**src/rtl/fetch_unit_pkg.sv**
```systemverilog
// rtl/fetch_unit_pkg.sv - shared types and constants for the fetch unit
package fetch_unit_pkg;

  localparam int PC_W = 20;

  typedef enum logic [1:0] {
    ST_IDLE,
    ST_FETCH,
    ST_HOLD,
    ST_DISCARD
  } fetch_state_e;

  localparam logic [2:0] JMP_NONE     = 3'd0;
  localparam logic [2:0] JMP_REL      = 3'd1;
  localparam logic [2:0] JMP_ABS      = 3'd2;
  localparam logic [2:0] JMP_ABS_LINK = 3'd3;
  localparam logic [2:0] JMP_REL_LINK = 3'd4;

  localparam logic [PC_W-1:0] RESET_VECTOR = 20'h00000;
  localparam logic [5:0]      LINK_REG     = 6'd0;

  // Codes 5..7 are reserved and behave like JMP_NONE.
  function automatic logic is_redirect(input logic [2:0] code);
    return (code >= JMP_REL) && (code <= JMP_REL_LINK);
  endfunction

endpackage

```
**src/rtl/fetch_unit_if.sv**
```systemverilog
// rtl/fetch_unit_if.sv - redirect, register-file, imem and decoder signals of the fetch unit
interface fetch_unit_if;
  logic [2:0]  pcjumpenable;
  logic [8:0]  pcchange;
  logic [5:0]  pclocation;
  logic [5:0]  reg_rd;
  logic [15:0] reg_rd_out;
  logic [5:0]  reg_wr;
  logic [15:0] reg_wr_data;
  logic        reg_wr_enable;
  logic [19:0] imem_addr;
  logic        imem_req;
  logic        imem_ack;
  logic [15:0] imem_data;
  logic [15:0] instr_out;
  logic        instr_valid;
  logic        instr_ready;
  logic [19:0] programcounter;

  modport master (
    input  pcjumpenable, pcchange, pclocation, reg_rd_out, imem_ack, imem_data, instr_ready,
    output reg_rd, reg_wr, reg_wr_data, reg_wr_enable, imem_addr, imem_req,
           instr_out, instr_valid, programcounter
  );

  modport slave (
    output pcjumpenable, pcchange, pclocation, reg_rd_out, imem_ack, imem_data, instr_ready,
    input  reg_rd, reg_wr, reg_wr_data, reg_wr_enable, imem_addr, imem_req,
           instr_out, instr_valid, programcounter
  );
endinterface

```
**src/rtl/fetch_target.sv**
```systemverilog
// rtl/fetch_target.sv - redirect target and link-enable decode
module fetch_target
  import fetch_unit_pkg::*;
(
  input  logic [2:0]      code,
  input  logic [PC_W-1:0] issued_pc,
  input  logic [8:0]      pcchange,
  input  logic [15:0]     reg_rd_out,
  output logic [PC_W-1:0] target,
  output logic            link_en
);

  always_comb begin
    target  = issued_pc + {{(PC_W-9){pcchange[8]}}, pcchange};
    link_en = 1'b0;
    case (code)
      JMP_ABS:      target = {{(PC_W-16){1'b0}}, reg_rd_out};
      JMP_ABS_LINK: begin
        target  = {{(PC_W-16){1'b0}}, reg_rd_out};
        link_en = 1'b1;
      end
      JMP_REL_LINK: link_en = 1'b1;
      default: ;
    endcase
  end

endmodule

```
**src/rtl/fetch_unit.sv**
```systemverilog
// rtl/fetch_unit.sv - single-outstanding instruction fetch with redirect, link write and discard
module fetch_unit
  import fetch_unit_pkg::*;
(
  input  logic         clock,
  input  logic         reset,
  fetch_unit_if.master bus
);

  fetch_state_e    state_q, state_d;
  logic [PC_W-1:0] pc_q, pc_d;
  logic [PC_W-1:0] issued_q, issued_d;
  logic [PC_W-1:0] disc_addr_q, disc_addr_d;
  logic [PC_W-1:0] pcout_q, pcout_d;
  logic [15:0]     instr_q, instr_d;
  logic            valid_q, valid_d;
  logic [5:0]      wr_reg_q, wr_reg_d;
  logic [15:0]     wr_data_q, wr_data_d;
  logic            wr_en_q, wr_en_d;

  logic [PC_W-1:0] target;
  logic            link_en;
  logic            redirect;

  fetch_target u_target (
    .code       (bus.pcjumpenable),
    .issued_pc  (issued_q),
    .pcchange   (bus.pcchange),
    .reg_rd_out (bus.reg_rd_out),
    .target     (target),
    .link_en    (link_en)
  );

  assign redirect = is_redirect(bus.pcjumpenable);

  always_comb begin
    state_d     = state_q;
    pc_d        = pc_q;
    issued_d    = issued_q;
    disc_addr_d = disc_addr_q;
    pcout_d     = pcout_q;
    instr_d     = instr_q;
    valid_d     = valid_q;
    wr_reg_d    = wr_reg_q;
    wr_data_d   = wr_data_q;
    wr_en_d     = 1'b0;

    if (redirect) begin
      // A redirect squashes any coinciding handshake, so issued_q is left alone.
      pc_d    = target;
      valid_d = 1'b0;
      if (link_en) begin
        wr_en_d   = 1'b1;
        wr_reg_d  = LINK_REG;
        wr_data_d = issued_q[15:0] + 16'd1;
      end
      case (state_q)
        ST_FETCH: begin
          if (bus.imem_ack) begin
            state_d = ST_FETCH;
          end else begin
            state_d     = ST_DISCARD;
            disc_addr_d = pc_q;
          end
        end
        ST_DISCARD: state_d = bus.imem_ack ? ST_FETCH : ST_DISCARD;
        default:    state_d = ST_FETCH;
      endcase
    end else begin
      case (state_q)
        ST_IDLE: state_d = ST_FETCH;
        ST_FETCH: begin
          if (bus.imem_ack) begin
            instr_d = bus.imem_data;
            pcout_d = pc_q;
            valid_d = 1'b1;
            pc_d    = pc_q + 1'b1;
            state_d = ST_HOLD;
          end
        end
        ST_HOLD: begin
          if (valid_q && bus.instr_ready) begin
            issued_d = pcout_q;
            valid_d  = 1'b0;
            state_d  = ST_FETCH;
          end
        end
        ST_DISCARD: if (bus.imem_ack) state_d = ST_FETCH;
        default:    state_d = ST_IDLE;
      endcase
    end
  end

  always_ff @(posedge clock) begin
    if (reset) begin
      state_q     <= ST_IDLE;
      pc_q        <= RESET_VECTOR;
      issued_q    <= '0;
      disc_addr_q <= '0;
      pcout_q     <= '0;
      instr_q     <= '0;
      valid_q     <= 1'b0;
      wr_reg_q    <= '0;
      wr_data_q   <= '0;
      wr_en_q     <= 1'b0;
    end else begin
      state_q     <= state_d;
      pc_q        <= pc_d;
      issued_q    <= issued_d;
      disc_addr_q <= disc_addr_d;
      pcout_q     <= pcout_d;
      instr_q     <= instr_d;
      valid_q     <= valid_d;
      wr_reg_q    <= wr_reg_d;
      wr_data_q   <= wr_data_d;
      wr_en_q     <= wr_en_d;
    end
  end

  // DISCARD keeps presenting the abandoned address until its ack drains.
  assign bus.imem_req       = (state_q == ST_FETCH) || (state_q == ST_DISCARD);
  assign bus.imem_addr      = (state_q == ST_DISCARD) ? disc_addr_q : pc_q;
  assign bus.reg_rd         = bus.pclocation;
  assign bus.reg_wr         = wr_reg_q;
  assign bus.reg_wr_data    = wr_data_q;
  assign bus.reg_wr_enable  = wr_en_q;
  assign bus.instr_out      = instr_q;
  assign bus.instr_valid    = valid_q;
  assign bus.programcounter = pcout_q;

endmodule

```
**src/flat_wrapper.sv**
```systemverilog
// flat-port wrapper written by rule: the top's interface ports become plain ports
module fetch_unit_flat import fetch_unit_pkg::*;
  (clock, reset, bus_pcjumpenable, bus_pcchange, bus_pclocation, bus_reg_rd_out, bus_imem_ack, bus_imem_data, bus_instr_ready, bus_reg_rd, bus_reg_wr, bus_reg_wr_data, bus_reg_wr_enable, bus_imem_addr, bus_imem_req, bus_instr_out, bus_instr_valid, bus_programcounter);
  fetch_unit_if bus_i ();
  input  logic clock;
  input  logic reset;
  input wire logic [$bits(bus_i.pcjumpenable)-1:0] bus_pcjumpenable;
  input wire logic [$bits(bus_i.pcchange)-1:0] bus_pcchange;
  input wire logic [$bits(bus_i.pclocation)-1:0] bus_pclocation;
  input wire logic [$bits(bus_i.reg_rd_out)-1:0] bus_reg_rd_out;
  input wire logic [$bits(bus_i.imem_ack)-1:0] bus_imem_ack;
  input wire logic [$bits(bus_i.imem_data)-1:0] bus_imem_data;
  input wire logic [$bits(bus_i.instr_ready)-1:0] bus_instr_ready;
  output wire logic [$bits(bus_i.reg_rd)-1:0] bus_reg_rd;
  output wire logic [$bits(bus_i.reg_wr)-1:0] bus_reg_wr;
  output wire logic [$bits(bus_i.reg_wr_data)-1:0] bus_reg_wr_data;
  output wire logic [$bits(bus_i.reg_wr_enable)-1:0] bus_reg_wr_enable;
  output wire logic [$bits(bus_i.imem_addr)-1:0] bus_imem_addr;
  output wire logic [$bits(bus_i.imem_req)-1:0] bus_imem_req;
  output wire logic [$bits(bus_i.instr_out)-1:0] bus_instr_out;
  output wire logic [$bits(bus_i.instr_valid)-1:0] bus_instr_valid;
  output wire logic [$bits(bus_i.programcounter)-1:0] bus_programcounter;
  assign bus_i.pcjumpenable = bus_pcjumpenable;
  assign bus_i.pcchange = bus_pcchange;
  assign bus_i.pclocation = bus_pclocation;
  assign bus_i.reg_rd_out = bus_reg_rd_out;
  assign bus_i.imem_ack = bus_imem_ack;
  assign bus_i.imem_data = bus_imem_data;
  assign bus_i.instr_ready = bus_instr_ready;
  assign bus_reg_rd = bus_i.reg_rd;
  assign bus_reg_wr = bus_i.reg_wr;
  assign bus_reg_wr_data = bus_i.reg_wr_data;
  assign bus_reg_wr_enable = bus_i.reg_wr_enable;
  assign bus_imem_addr = bus_i.imem_addr;
  assign bus_imem_req = bus_i.imem_req;
  assign bus_instr_out = bus_i.instr_out;
  assign bus_instr_valid = bus_i.instr_valid;
  assign bus_programcounter = bus_i.programcounter;
  fetch_unit u_core (.clock(clock), .reset(reset), .bus(bus_i));
endmodule
```
**config.mk**
```make
export PLATFORM = sky130hd
export DESIGN_NAME = fetch_unit_flat
export DESIGN_NICKNAME = d
export VERILOG_FILES = /design/src/rtl/fetch_unit_pkg.sv /design/src/rtl/fetch_unit_if.sv /design/src/rtl/fetch_target.sv /design/src/rtl/fetch_unit.sv /design/src/flat_wrapper.sv
export SDC_FILE = /design/constraint.sdc
export NUM_CORES = 1
export LEC_CHECK = 0
export ABC_CLOCK_PERIOD_IN_PS = 5700
export BUFFER_PORTS_ARGS = -buffer_cell sky130_fd_sc_hd__buf_4
export CAP_MARGIN = 20
export CORE_MARGIN = 2
export CORE_UTILIZATION = 58
export CTS_CLUSTER_SIZE = 10
export DETAILED_ROUTE_END_ITERATION = 7
export GPL_TIMING_DRIVEN = 1
export PLACE_DENSITY = 0.9
export SLEW_MARGIN = 0
export SYNTH_ARGS = -nofsm -noshare
export SYNTH_HDL_FRONTEND = slang
export SYNTH_SLANG_ARGS = --single-unit
```
**constraint.sdc**
```tcl
create_clock -name clock -period 5.7 [get_ports clock]
set_clock_uncertainty 0.2 [all_clocks]
set_input_delay 1.425 -clock clock [delete_from_list [all_inputs] [get_ports clock]]
set_output_delay 1.425 -clock clock [all_outputs]
set_load 0.1 [all_outputs]
```
# [Word-level counts from Yosys, hierarchy flattened]
# Cells that the tools add are included.
[totals] elab_cells=63 input_bits=54 register_bits=116 output_inout_bits=87
[op_classes] bitwise=2 n_eq_ne=11 reduce_logical=19 muxes=17 addsub=3 order_cmp=2
[op_table] op="2-to-1 mux 20 bit" count=5
[op_table] op="adder 20 x 1 -> 20 bit (second input constant)" count=1
[op_table] op="adder 20 bit" count=1
[op_table] op="adder 16 x 1 -> 16 bit (second input constant)" count=1
[op_table] op="AND reduction 3 bit" count=5
[op_table] op="2-to-1 mux 2 bit" count=6
[op_table] op="OR reduction 2 bit" count=5
[op_table] op="case mux 2 bit (4 select lines)" count=1
[op_table] op="equality test 3 x 2 -> 1 bit (second input constant)" count=2
[op_table] op="inequality test 3 x 2 -> 1 bit (second input constant)" count=2
[op_table] op="nonzero test 2 bit" count=3
[op_table] op="equality test 2 bit (second input constant)" count=2
[op_table] op="2-to-1 mux 1 bit" count=4
[op_table] op="AND reduction 2 bit" count=2
[op_table] op="equality test 3 bit (second input constant)" count=1
[op_table] op=">= comparator 3 x 1 -> 1 bit (second input constant)" count=1
[op_table] op="less-or-equal comparator 3 bit (second input constant)" count=1
[op_table] op="inequality test 3 x 1 -> 1 bit (second input constant)" count=1
[op_table] op="equality test 2 x 1 -> 1 bit (second input constant)" count=1
[op_table] op="logical AND 1 bit" count=2
[op_table] op="logical NOT 2 bit" count=1
[op_table] op="inequality test 2 x 1 -> 1 bit (second input constant)" count=1
[op_table] op="inequality test 2 bit (second input constant)" count=1
[op_table] op="NOT 1 bit" count=2
[op_table] op="other kinds (2)" count=2

# [Depth between registers and ports, before layout]
# Gate-level depths: netlist of run 1.
[logic_depth] depth_word=4 depth_mapped=11

# [Modules after synthesis]
# From an unflattened synthesis of run 1, not the netlist that was laid out.
[hier_totals] hier_cells=785 area_unflattened_um2=6458.7
[by_module_without_submodules] module="fetch_unit" instances=1 area_per_inst_um2=5159.9 cells_each=596
[by_module_without_submodules] module="fetch_target" instances=1 area_per_inst_um2=1298.7 cells_each=189

# [Worst setup path after synthesis of run 1]
# OpenSTA, ideal clock, no wires.
[synth_path] kind="input-to-reg" startpoint="input port bus_pcchange[1]" endpoint="register u_core.pc_q[19]" stages=9 path_slack_ps=1925 t_arrival_ps=3451 cell_sequence="ha_1 a211oi_2 o21ai_2 o311a_4 o41a_1 a221o_1 o31ai_2 xnor2_1 o22ai_1"
[synth_between] elab_chain_cells=3
[synth_rtl] element="start, declared" line_no="flat_wrapper.sv:8" source="input wire logic [$bits(bus_i.pcchange)-1:0] bus_pcchange;"
[synth_rtl] element="adder 20 bit" line_no="fetch_target.sv:14" source="target = issued_pc + {{(PC_W-9){pcchange[8]}}, pcchange};"
[synth_rtl] element="2-to-1 mux 20 bit" line_no="fetch_target.sv:16" source="case (code)"
[synth_rtl] element="2-to-1 mux 20 bit" line_no="fetch_unit.sv:48" source="if (redirect) begin"
[synth_rtl] element="end signal, assigned" line_no="fetch_unit.sv:108" source="pc_q <= pc_d;"
[synth_rtl] element="end, declared" line_no="fetch_unit.sv:11" source="logic [PC_W-1:0] pc_q, pc_d;"
# Every way passes these cells.
# A chain may end at the register's enable or synchronous reset.

# [Worst setup path after layout of run 1]
[layout_path] startpoint="register u_core.state_q[0]" endpoint="output port bus_imem_addr[8]"
[layout_between] elab_chain_cells=2
[layout_rtl] element="start, declared" line_no="fetch_unit.sv:10" source="fetch_state_e state_q, state_d;"
[layout_rtl] element="start signal, assigned" line_no="fetch_unit.sv:107" source="state_q <= state_d;"
[layout_rtl] element="equality test 2 bit" line_no="fetch_unit.sv:122" source="assign bus.imem_addr = (state_q == ST_DISCARD) ? disc_addr_q : pc_q;"
[layout_rtl] element="2-to-1 mux 20 bit" line_no="fetch_unit.sv:122"
[layout_rtl] element="end, declared" line_no="flat_wrapper.sv:18" source="output wire logic [$bits(bus_i.imem_addr)-1:0] bus_imem_addr;"
# Every way passes these cells.

==> flow_summary.json, run 1 <==
{
  "syn_area_per_cell_sq_um": 7.898,
  "grt_max_degree": 77,
  "tritoncts": "yes",
  "final_util": 0.7402,
  "worstPathCellList": "nand2_1, mux2_2, buf_4",
  "ios": 141,
  "synth_cells": 766,
  "routed_via_density": 5.912,
  "ys_seq_elements": 116,
  "grt_usage": 0.2885,
  "synth_top_area_frac": 0.3839,
  "grt_pass1_vias": 5404,
  "synth_compound_area_frac": 0.1948,
  "finalSetupViolations": 0,
  "antenna_found_initial": 0,
  "die-width_um": 106.1,
  "cts_root_buffer": "clkbuf_8",
  "die_y_um": 106.1,
  "synth_common_cells": "nand2_1 (185), dfxtp_1 (116), a21oi_1 (96)",
  "clockBufferDepth": 2,
  "synth_simple_gate_area_frac": 0.2217,
  "synth_xor_area_frac": 0.06370,
  "grt.overflow.total": 0,
  "ys_warn_count": 0,
  "critPathLaunchType": "flip-flop",
  "crit_path_top_delay_cell": "nand2_1",
  "slew_violations": 0,
  "clock.fmax_ghz": 0.2533,
  "drt-pass1-iter-count": 6,
  "start_util": 0.5913,
  "synth-adder-area-share": 0.04674,
  "cts_resized": 0,
  "power.leakage_nw": 3.014,
  "finalCritPeriodShare": 0.6925,
  "postCtsHoldBufs": 0,
  "timing.rr.start": "u_core.issued_q[1]",
  "worstSetupPathType": "flip-flop to primary output",
  "dr_wl_met2_um": 7777,
  "core_sq_um": 10230,
  "synthMuxAreaShare": 0.03888,
  "antenna_left": 0,
  "synth_top_flop_cell": "dfxtp_1",
  "clk_latency_ns": 0.52,
  "worst_pin_slew_ns": 1.091,
  "cpLargestDelayFamily": "simple AND/OR/NAND/NOR gates",
  "peakVddDrop_mv": 0.2996,
  "r2r_cells": 9,
  "drtIter0Drc": 578,
  "min_to": "u_core.disc_addr_q[16]",
  "r2r_end": "u_core.pc_q[19]",
  "endpoint_kind": "primary output",
  "hold_slack_ns": 0.2524,
  "synth_top_family_by_area": "simple AND/OR/NAND/NOR gates",
  "synth.distinct_cells": 53,
  "clkTransAtPathRegs_ns": 0.06,
  "cts_made_buffers": 17,
  "hold_viol": 0,
  "syn_area_sq_um": 6050,
  "postCtsSetupRepairBufs": 0,
  "critPathMaxStageDelay_ns": 0.56,
  "yosys.area.top_type": "dfxtp_1",
  "dp_hpwl_um": 10870,
  "drt-met1-wl_um": 6841,
  "antenna_cells": 0,
  "reg2reg_setup_slack_ns": 2.68,
  "cts.sinks": 116,
  "crit_fanout": 20,
  "final_nets": 936,
  "required_ns": 4.07,
  "top_layer_used": "met4",
  "drt_wl_total_um": 16580,
  "cts_max_level": 4,
  "synthTopCellsByArea": "dfxtp_1 (38%), nand2_1 (11%), a21oi_1 (7.9%)",
  "syn_to_final_growth_pct": 25.19,
  "p_per_area_nw_per_um2": 326.3,
  "min_path_cells": 2,
  "fp.dieArea_sq_um": 11260,
  "port_buffers": 122,
  "min_path_type": "flip-flop to flip-flop",
  "fin_area_sq_um": 7574,
  "hp-start": "u_core.disc_addr_q[16]",
  "wl_met3_um": 1561,
  "wl_per_cell_um": 16.43,
  "slew_headroom": 0.2716,
  "row_count": 37,
  "totalNegativeSetupSlack_ns": 0,
  "ys_seq_area_frac": 0.3839,
  "status": "finished, final reports clean",
  "fin_crit_ns": 3.947,
  "remaining_drc_errors": 0,
  "place_area_sq_um": 6954,
  "synth_edf_count": 0,
  "drv_cap": 0,
  "gp_congestion": 0.8741,
  "critPathArrivalTime_ns": 2.32,
  "yosysMostFrequentCell": "nand2_1",
  "drive_gt1_frac": 0.2234,
  "rsz0062_at_grt": "no",
  "num_vias": 5965,
  "grt_pass1_wl_um": 26030,
  "async_reset_ff_frac": 0,
  "cp_num_buf_inv": 1
}
logic make-up (layout without fill, tap and decap cells):
| group | Yosys count | count (layout) |
|---|---|---|
| adders and majority gates | 22 | 22 |
| muxes | 21 | 21 |
| other | 1 | 6 |
| and+or+nand+nor | 308 | 308 |
| xor gates and xnor gates | 44 | 44 |
| DFF | 116 | 116 |
| buffers and inverters | 65 | 167 |
| AOI/OAI and AO/OA | 189 | 189 |
registers in the layout, indices dropped and copies added, names as in the netlist:
| signal | flops |
|---|---|
| u_core.pc_q | 20 |
| u_core.disc_addr_q | 20 |
| u_core.bus.programcounter | 20 |
| u_core.bus.instr_out | 16 |
| u_core.state_q | 2 |
| u_core.issued_q | 20 |
| u_core.bus.reg_wr_enable | 1 |
| u_core.bus.instr_valid | 1 |
| u_core.bus.reg_wr_data | 16 |
through the flow:
step	total power, mW	std cells	setup WS [ns]
after CTS	2.468	1008	1.734
after global routing	2.533	1009	1.644
after detailed placement	1.386	976	1.603
after global placement	1.382	976	1.671
final	2.472	1009	1.753
after floorplan	1.294	771	1.925
cell type report:
class / count / area [sq um]
clock inverters: 13 / 172.7
multi-input cells: 590 / 3471
inverters: 4 / 15.01
flip-flops and latches: 116 / 2322
fillers: 755 / 2658
clock buffers: 19 / 431.7
repair buffers: 131 / 991.0
well taps: 136 / 170.2
worst reg2reg max path, delay by kind of cell (launching register included):
kind	cells	cell delay, ns
xor gates and xnor gates	1	0.15
DFF	1	0.50
adders and majority gates	1	0.33
AOI/OAI and AO/OA	7	1.73
per-layer routing:
metal	track usage	up-vias
met5	0	-
met4	0.1203	0
met3	0.05825	43
met2	0.4611	337
met1	0.3804	2752
li1	-	2833
report_power, final:
group	leakage (nW)	switching (mW)	internal, mW
logic	1.79	0.367	0.127
clock network	0.282	0.406	0.684
registers	0.944	0.0428	0.845
worst max path at each step:
stage	start	to	slack, ns	depth (start not counted)
6_report	u_core.state_q[0]	bus_imem_addr[8]	1.75	3
5_1_grt	u_core.state_q[0]	bus_imem_addr[8]	1.64	3
4_1_cts	u_core.state_q[0]	bus_imem_addr[8]	1.73	3
3_5_place_dp	bus_pcchange[8]	u_core.pc_q[18]	1.60	10
3_3_place_gp	bus_pcchange[8]	u_core.pc_q[18]	1.67	10
2_1_floorplan	bus_pcchange[1]	u_core.pc_q[19]	1.93	9
placed cells by master, fill, tap and decap left out, types with 5 or more instances in the layout:
cell type	instances
a221oi_1	5
mux2_2	20
a21o_1	8
buf_4	130
xor2_1	23
nor2b_1	8
nand4_1	9
nor3_1	6
and4_1	5
a211oi_1	26
xnor2_1	20
a311oi_1	5
nand2b_1	9
o21ai_0	14
a21oi_1	96
conb_1	6
ha_1	21
nand3_1	18
nor2_1	44
clkbuf_16	16
nand2_1	185
and3_1	6
dfxtp_1	116
or3_1	5
No activity file was read; power rests on OpenSTA's default activity.
==> run 2, diff against run 1 <==
--- a/config.mk
+++ b/config.mk
@@ -5,15 +5,15 @@
 export SDC_FILE = /design/constraint.sdc
 export NUM_CORES = 1
 export LEC_CHECK = 0
-export ABC_CLOCK_PERIOD_IN_PS = 5700
+export ABC_CLOCK_PERIOD_IN_PS = 3500
 export BUFFER_PORTS_ARGS = -buffer_cell sky130_fd_sc_hd__buf_4
 export CAP_MARGIN = 20
 export CORE_MARGIN = 2
-export CORE_UTILIZATION = 58
+export CORE_UTILIZATION = 49
 export CTS_CLUSTER_SIZE = 10
 export DETAILED_ROUTE_END_ITERATION = 7
 export GPL_TIMING_DRIVEN = 1
-export PLACE_DENSITY = 0.9
+export PLACE_DENSITY = 0.82
 export SLEW_MARGIN = 0
 export SYNTH_ARGS = -nofsm -noshare
 export SYNTH_HDL_FRONTEND = slang
==> constraint.sdc (replaced) <==
create_clock -name clock -period 3.5 [get_ports clock]
set_clock_uncertainty 0.2 [all_clocks]
set_input_delay 0.875 -clock clock [delete_from_list [all_inputs] [get_ports clock]]
set_output_delay 0.875 -clock clock [all_outputs]
set_load 0.1 [all_outputs]
==> flow_summary.json, run 2 (synthesis gave the netlist of run 1 again) <==
{
  "status": "finished, final reports clean",
  "critPathLaunchType": "flip-flop",
  "peakVddDrop_mv": 0.4729,
  "clkTransAtPathRegs_ns": 0.05,
  "cts_resized": 0,
  "critPathArrivalTime_ns": 2.04,
  "fin_crit_ns": 3.120,
  "swShare": 0.3100,
  "p_switching_mw": 1.267,
  "min_path_type": "flip-flop to flip-flop",
  "row_count": 40,
  "rsz0062_at_grt": "no",
  "required_ns": 2.42,
  "wl_per_cell_um": 15.39,
  "nFillCells": 1025,
  "clockPowerShare": 0.449,
  "min_path_cells": 2,
  "clockBufferDepth": 2,
  "syn_to_final_growth_pct": 28.11,
  "regArea_sq_um": 2322,
  "postCtsHoldBufs": 0,
  "crit_top_cell": "buf_4",
  "ios": 141,
  "slew_violations": 0,
  "cts.sinks": 116,
  "clk_latency_ns": 0.42,
  "drive_gt1_frac": 0.2399,
  "use_met3": 0.06168,
  "grt-busiest-layer": "met2",
  "cts_made_buffers": 17,
  "p_int_mw": 2.821,
  "place_area_sq_um": 7118,
  "drtIter0Drc": 508,
  "slew_headroom": 0.6057,
  "core_sq_um": 12010,
  "cts_root_buffer": "clkbuf_16",
  "fin_area_sq_um": 7750,
  "antenna_left": 0,
  "use_met1": 0.3323,
  "port_buffers": 122,
  "grt_max_degree": 47,
  "remaining_drc_errors": 0,
  "p_seq_frac": 0.352,
  "place_ws_ns": -0.001506,
  "critPathMaxStageDelay_ns": 0.52,
  "hold_slack_ns": 0.2509,
  "drv_cap": 0,
  "final_util": 0.6452,
  "finalCritPeriodShare": 0.8914,
  "p_per_area_nw_per_um2": 527.5,
  "endpoint_kind": "primary output",
  "power.leakage_nw": 3.130,
  "worstPathCellList": "nand2_1, buf_4, mux2_2, buf_4",
  "fp.dieArea_sq_um": 13250,
  "grt.overflow.total": 0,
  "num_vias": 5736,
  "tritoncts": "yes",
  "grt_usage": 0.2454,
  "cts_max_level": 4,
  "gp_congestion": 0.9122,
  "worstSetupPathType": "flip-flop to primary output",
  "start_util": 0.5036,
  "cp_num_buf_inv": 2,
  "final_nets": 955,
  "final_cell_mix": "nand2_1 (185), buf_4 (150), dfxtp_1 (116)",
  "layout_commonest_cell": "nand2_1",
  "crit_path_top_delay_cell": "dfxtp_1",
  "crit_cells": 4,
  "drt_wl_total_um": 15990,
  "die_y_um": 115.1,
  "antenna_cells": 0,
  "worst_pin_slew_ns": 0.5914,
  "grt_pass1_wl_um": 25590,
  "hold_viol": 0,
  "cpLargestDelayFamily": "buffers and inverters",
  "dp_hpwl_um": 11330,
  "postCtsSetupRepairBufs": 0,
  "routed_via_density": 5.521,
  "multiInputGateArea_sq_um": 3471,
  "grt_pass1_vias": 5169,
  "met2_usage": 0.3796,
  "antenna_found_initial": 0,
  "drt-pass1-iter-count": 5,
  "crit_fanout": 14,
  "finalSetupViolations": 0,
  "die-width_um": 115.1,
  "r2r_cells": 9,
  "comb_power_share": 0.199,
  "timing.final.ws_setup_ns": 0.3802,
  "clock.fmax_ghz": 0.3205
}
-- run 2: cell types whose count changed in the layout (fill, tap and decap cells not counted), moves of 2 or more --
| cell | delta |
|---|---|
| buf_4 | +20 |
| clkbuf_8 | +4 |
| inv_6 | -4 |
| clkinvlp_4 | -2 |
| clkinv_2 | +3 |
| clkinv_4 | -2 |
-- run 2: power groups by stage --
stage               sequential [mW]  combinational, mW  clock, mW
floorplan                      1.62              0.485          0
global placement               1.46              0.804          0
detailed placement             1.47              0.809          0
CTS                            1.44              0.812       1.85
global route                   1.45              0.855       1.90
finish                         1.44              0.813       1.83
-- run 2: final timing paths --
path	startpoint	to	slack, ns
min reg2reg	u_core.bus.instr_out[4]	u_core.bus.instr_out[4]	0.25
min	u_core.bus.instr_out[4]	u_core.bus.instr_out[4]	0.25
max	u_core.state_q[0]	bus_imem_addr[6]	0.38
max reg2reg	u_core.issued_q[2]	u_core.pc_q[19]	0.56
-- run 2: worst reg2reg max path, cell delays in order (launching register included) --
cell	delay, ns
dfxtp_1	0.46
ha_1	0.32
o211ai_1	0.21
o21ai_2	0.11
o311a_4	0.33
o41a_1	0.34
a221o_1	0.36
o31ai_2	0.23
xnor2_1	0.16
o22ai_1	0.10
-- run 2: final cells by class --
class / instances / share of cell area
multi-input combinational: 590 / 0.4479
tap: 147 / 0.02373
clock buffer: 24 / 0.06603
timing repair buffer: 150 / 0.1453
inverter: 4 / 0.001937
sequential: 116 / 0.2996
clock inverter: 8 / 0.01550
-- run 2: routing by layer --
metal | wire, um | vias to the layer above | share of wire
li1 | - | 2881 | -
met1 | 7358 | 2636 | 0.46
met2 | 7397 | 199 | 0.46
met3 | 972 | 20 | 0.061
met4 | 263 | 0 | 0.016
met5 | 0 | - | 0
-- run 2: through the flow --
stage / setup TNS [ns] / total power [mW] / cells
6_report: 0 / 4.088 / 1039
5_1_grt: 0 / 4.207 / 1039
4_1_cts: 0 / 4.097 / 1039
3_5_place_dp: -0.001506 / 2.274 / 1007
3_3_place_gp: 0 / 2.267 / 1007
2_1_floorplan: 0 / 2.107 / 771
==> run 3, diff against run 2 <==
--- a/config.mk
+++ b/config.mk
@@ -8,6 +8,7 @@
 export ABC_CLOCK_PERIOD_IN_PS = 3500
 export BUFFER_PORTS_ARGS = -buffer_cell sky130_fd_sc_hd__buf_4
 export CAP_MARGIN = 20
+export CORE_ASPECT_RATIO = 1.2
 export CORE_MARGIN = 2
 export CORE_UTILIZATION = 49
 export CTS_CLUSTER_SIZE = 10
==> flow_summary.json, run 3 (synthesis gave the netlist of run 1 again) <==
{
  "cts_max_level": 4,
  "cts_root_buffer": "clkbuf_16",
  "gp_congestion": 0.8947,
  "stdcell_count": 1053,
  "finalSetupViolations": 0,
  "fp.dieArea_sq_um": 13250,
  "regArea_sq_um": 2322,
  "status": "finished, final reports clean",
  "peakVddDrop_mv": 0.4726,
  "critPathLaunchType": "primary input",
  "cts_resized": 0,
  "grt_max_degree": 44,
  "syn_to_final_growth_pct": 27.26,
  "multiInputGateArea_sq_um": 3471,
  "clkTransAtPathRegs_ns": 0.05,
  "min_path_type": "flip-flop to flip-flop",
  "grt_pass1_vias": 5468,
  "postCtsHoldBufs": 0,
  "final_nets": 955,
  "antenna_cells": 0,
  "place_ws_ns": -0.03448,
  "crit_fanout": 4,
  "hold_viol": 0,
  "power.leakage_nw": 3.087,
  "hold_slack_ns": 0.2521,
  "rsz0062_at_grt": "no",
  "finalPower_mw": 3.882,
  "cts.sinks": 116,
  "clk_latency_ns": 0.41,
  "required_ns": 3.59,
  "critPathArrivalTime_ns": 3.26,
  "row_count": 44,
  "slew_violations": 0,
  "tritoncts": "yes",
  "core_sq_um": 12060,
  "antenna_left": 0,
  "drv_cap": 0,
  "die_y_um": 125.7,
  "drive_gt1_frac": 0.2410,
  "grt_usage": 0.2443,
  "grt_pass1_wl_um": 26310,
  "ios": 141,
  "worstSetupPathType": "primary input to flip-flop",
  "remaining_drc_errors": 0,
  "drtIter0Drc": 504,
  "routed_via_density": 5.556,
  "p_per_area_nw_per_um2": 504.2,
  "fin_crit_ns": 3.175,
  "wl_per_cell_um": 15.32,
  "drt-pass1-iter-count": 6,
  "num_vias": 5850,
  "drt_wl_total_um": 16140,
  "port_buffers": 122,
  "endpoint_kind": "flip-flop",
  "nFillCells": 1032,
  "timing.final.ws_setup_ns": 0.3251,
  "worst_pin_slew_ns": 0.6310,
  "totalNegativeSetupSlack_ns": 0,
  "slew_headroom": 0.5763,
  "postCtsSetupRepairBufs": 0,
  "die-width_um": 105.4,
  "grt.overflow.total": 0,
  "finalCritPeriodShare": 0.9071,
  "final_cell_mix": "nand2_1 (185), buf_4 (150), dfxtp_1 (116)",
  "antenna_found_initial": 0,
  "clockBufferDepth": 2,
  "placedCellCount": 1021,
  "start_util": 0.5018,
  "cts_made_buffers": 17,
  "layout_commonest_cell": "nand2_1",
  "dp_hpwl_um": 11060,
  "clock.fmax_ghz": 0.3150
}
==> run 3: layout make-up <==
cell class / instances / area share
multi-input cells: 590 / 0.4508
flip-flops and latches: 116 / 0.3016
repair buffers: 150 / 0.1463
clock buffers: 19 / 0.05883
well taps: 161 / 0.02617
clock inverters: 13 / 0.01430
inverters: 4 / 0.001950
==> run 3: final timing paths <==
kind / start / end / slack, ns / depth (start not counted)
max reg2reg: u_core.issued_q[2] / u_core.pc_q[19] / 0.49 / 9
min reg2reg: u_core.disc_addr_q[8] / u_core.disc_addr_q[8] / 0.25 / 2
min: u_core.disc_addr_q[8] / u_core.disc_addr_q[8] / 0.25 / 2
max: bus_pcchange[8] / u_core.pc_q[18] / 0.33 / 10
==> run 3: metal layers <==
| layer | global-route usage | wire length [um] | vias to the layer above | share of wire |
|---|---|---|---|---|
| met5 | 0 | 0 | - | 0 |
| met4 | 0.08863 | 227 | 0 | 0.014 |
| met3 | 0.04917 | 1058 | 23 | 0.066 |
| met2 | 0.4178 | 8079 | 214 | 0.50 |
| met1 | 0.3037 | 6772 | 2740 | 0.42 |
| li1 | - | - | 2873 | - |
==> run 3: metrics by stage <==
| step | instance area, sq um | utilization |
|---|---|---|
| 5_1_grt | 7699 | 0.6385 |
| 3_5_place_dp | 7136 | 0.5918 |
| 6_report | 7699 | 0.6385 |
| 2_1_floorplan | 6068 | - |
| 4_1_cts | 7699 | 0.6385 |
| 3_3_place_gp | 7136 | 0.5918 |
==> run 3: power breakdown <==
| group | total, mW | leakage [nW] | switching, mW | internal [mW] |
|---|---|---|---|---|
| clock network | 1.63 | 0.267 | 0.624 | 1.01 |
| registers | 1.44 | 0.944 | 0.0625 | 1.38 |
| logic | 0.812 | 1.88 | 0.597 | 0.215 |
| total | 3.88 | 3.09 | 1.28 | 2.60 |
==> run 3: worst max-delay path, cell delays in order <==
cell and delay [ns]:
buf_4 0.13, ha_1 0.32, a21o_1 0.23, a2111oi_0 0.53, o21ai_1 0.14, o221a_2 0.30
a211o_1 0.28, a21oi_1 0.20, xor2_1 0.17, o22ai_1 0.08
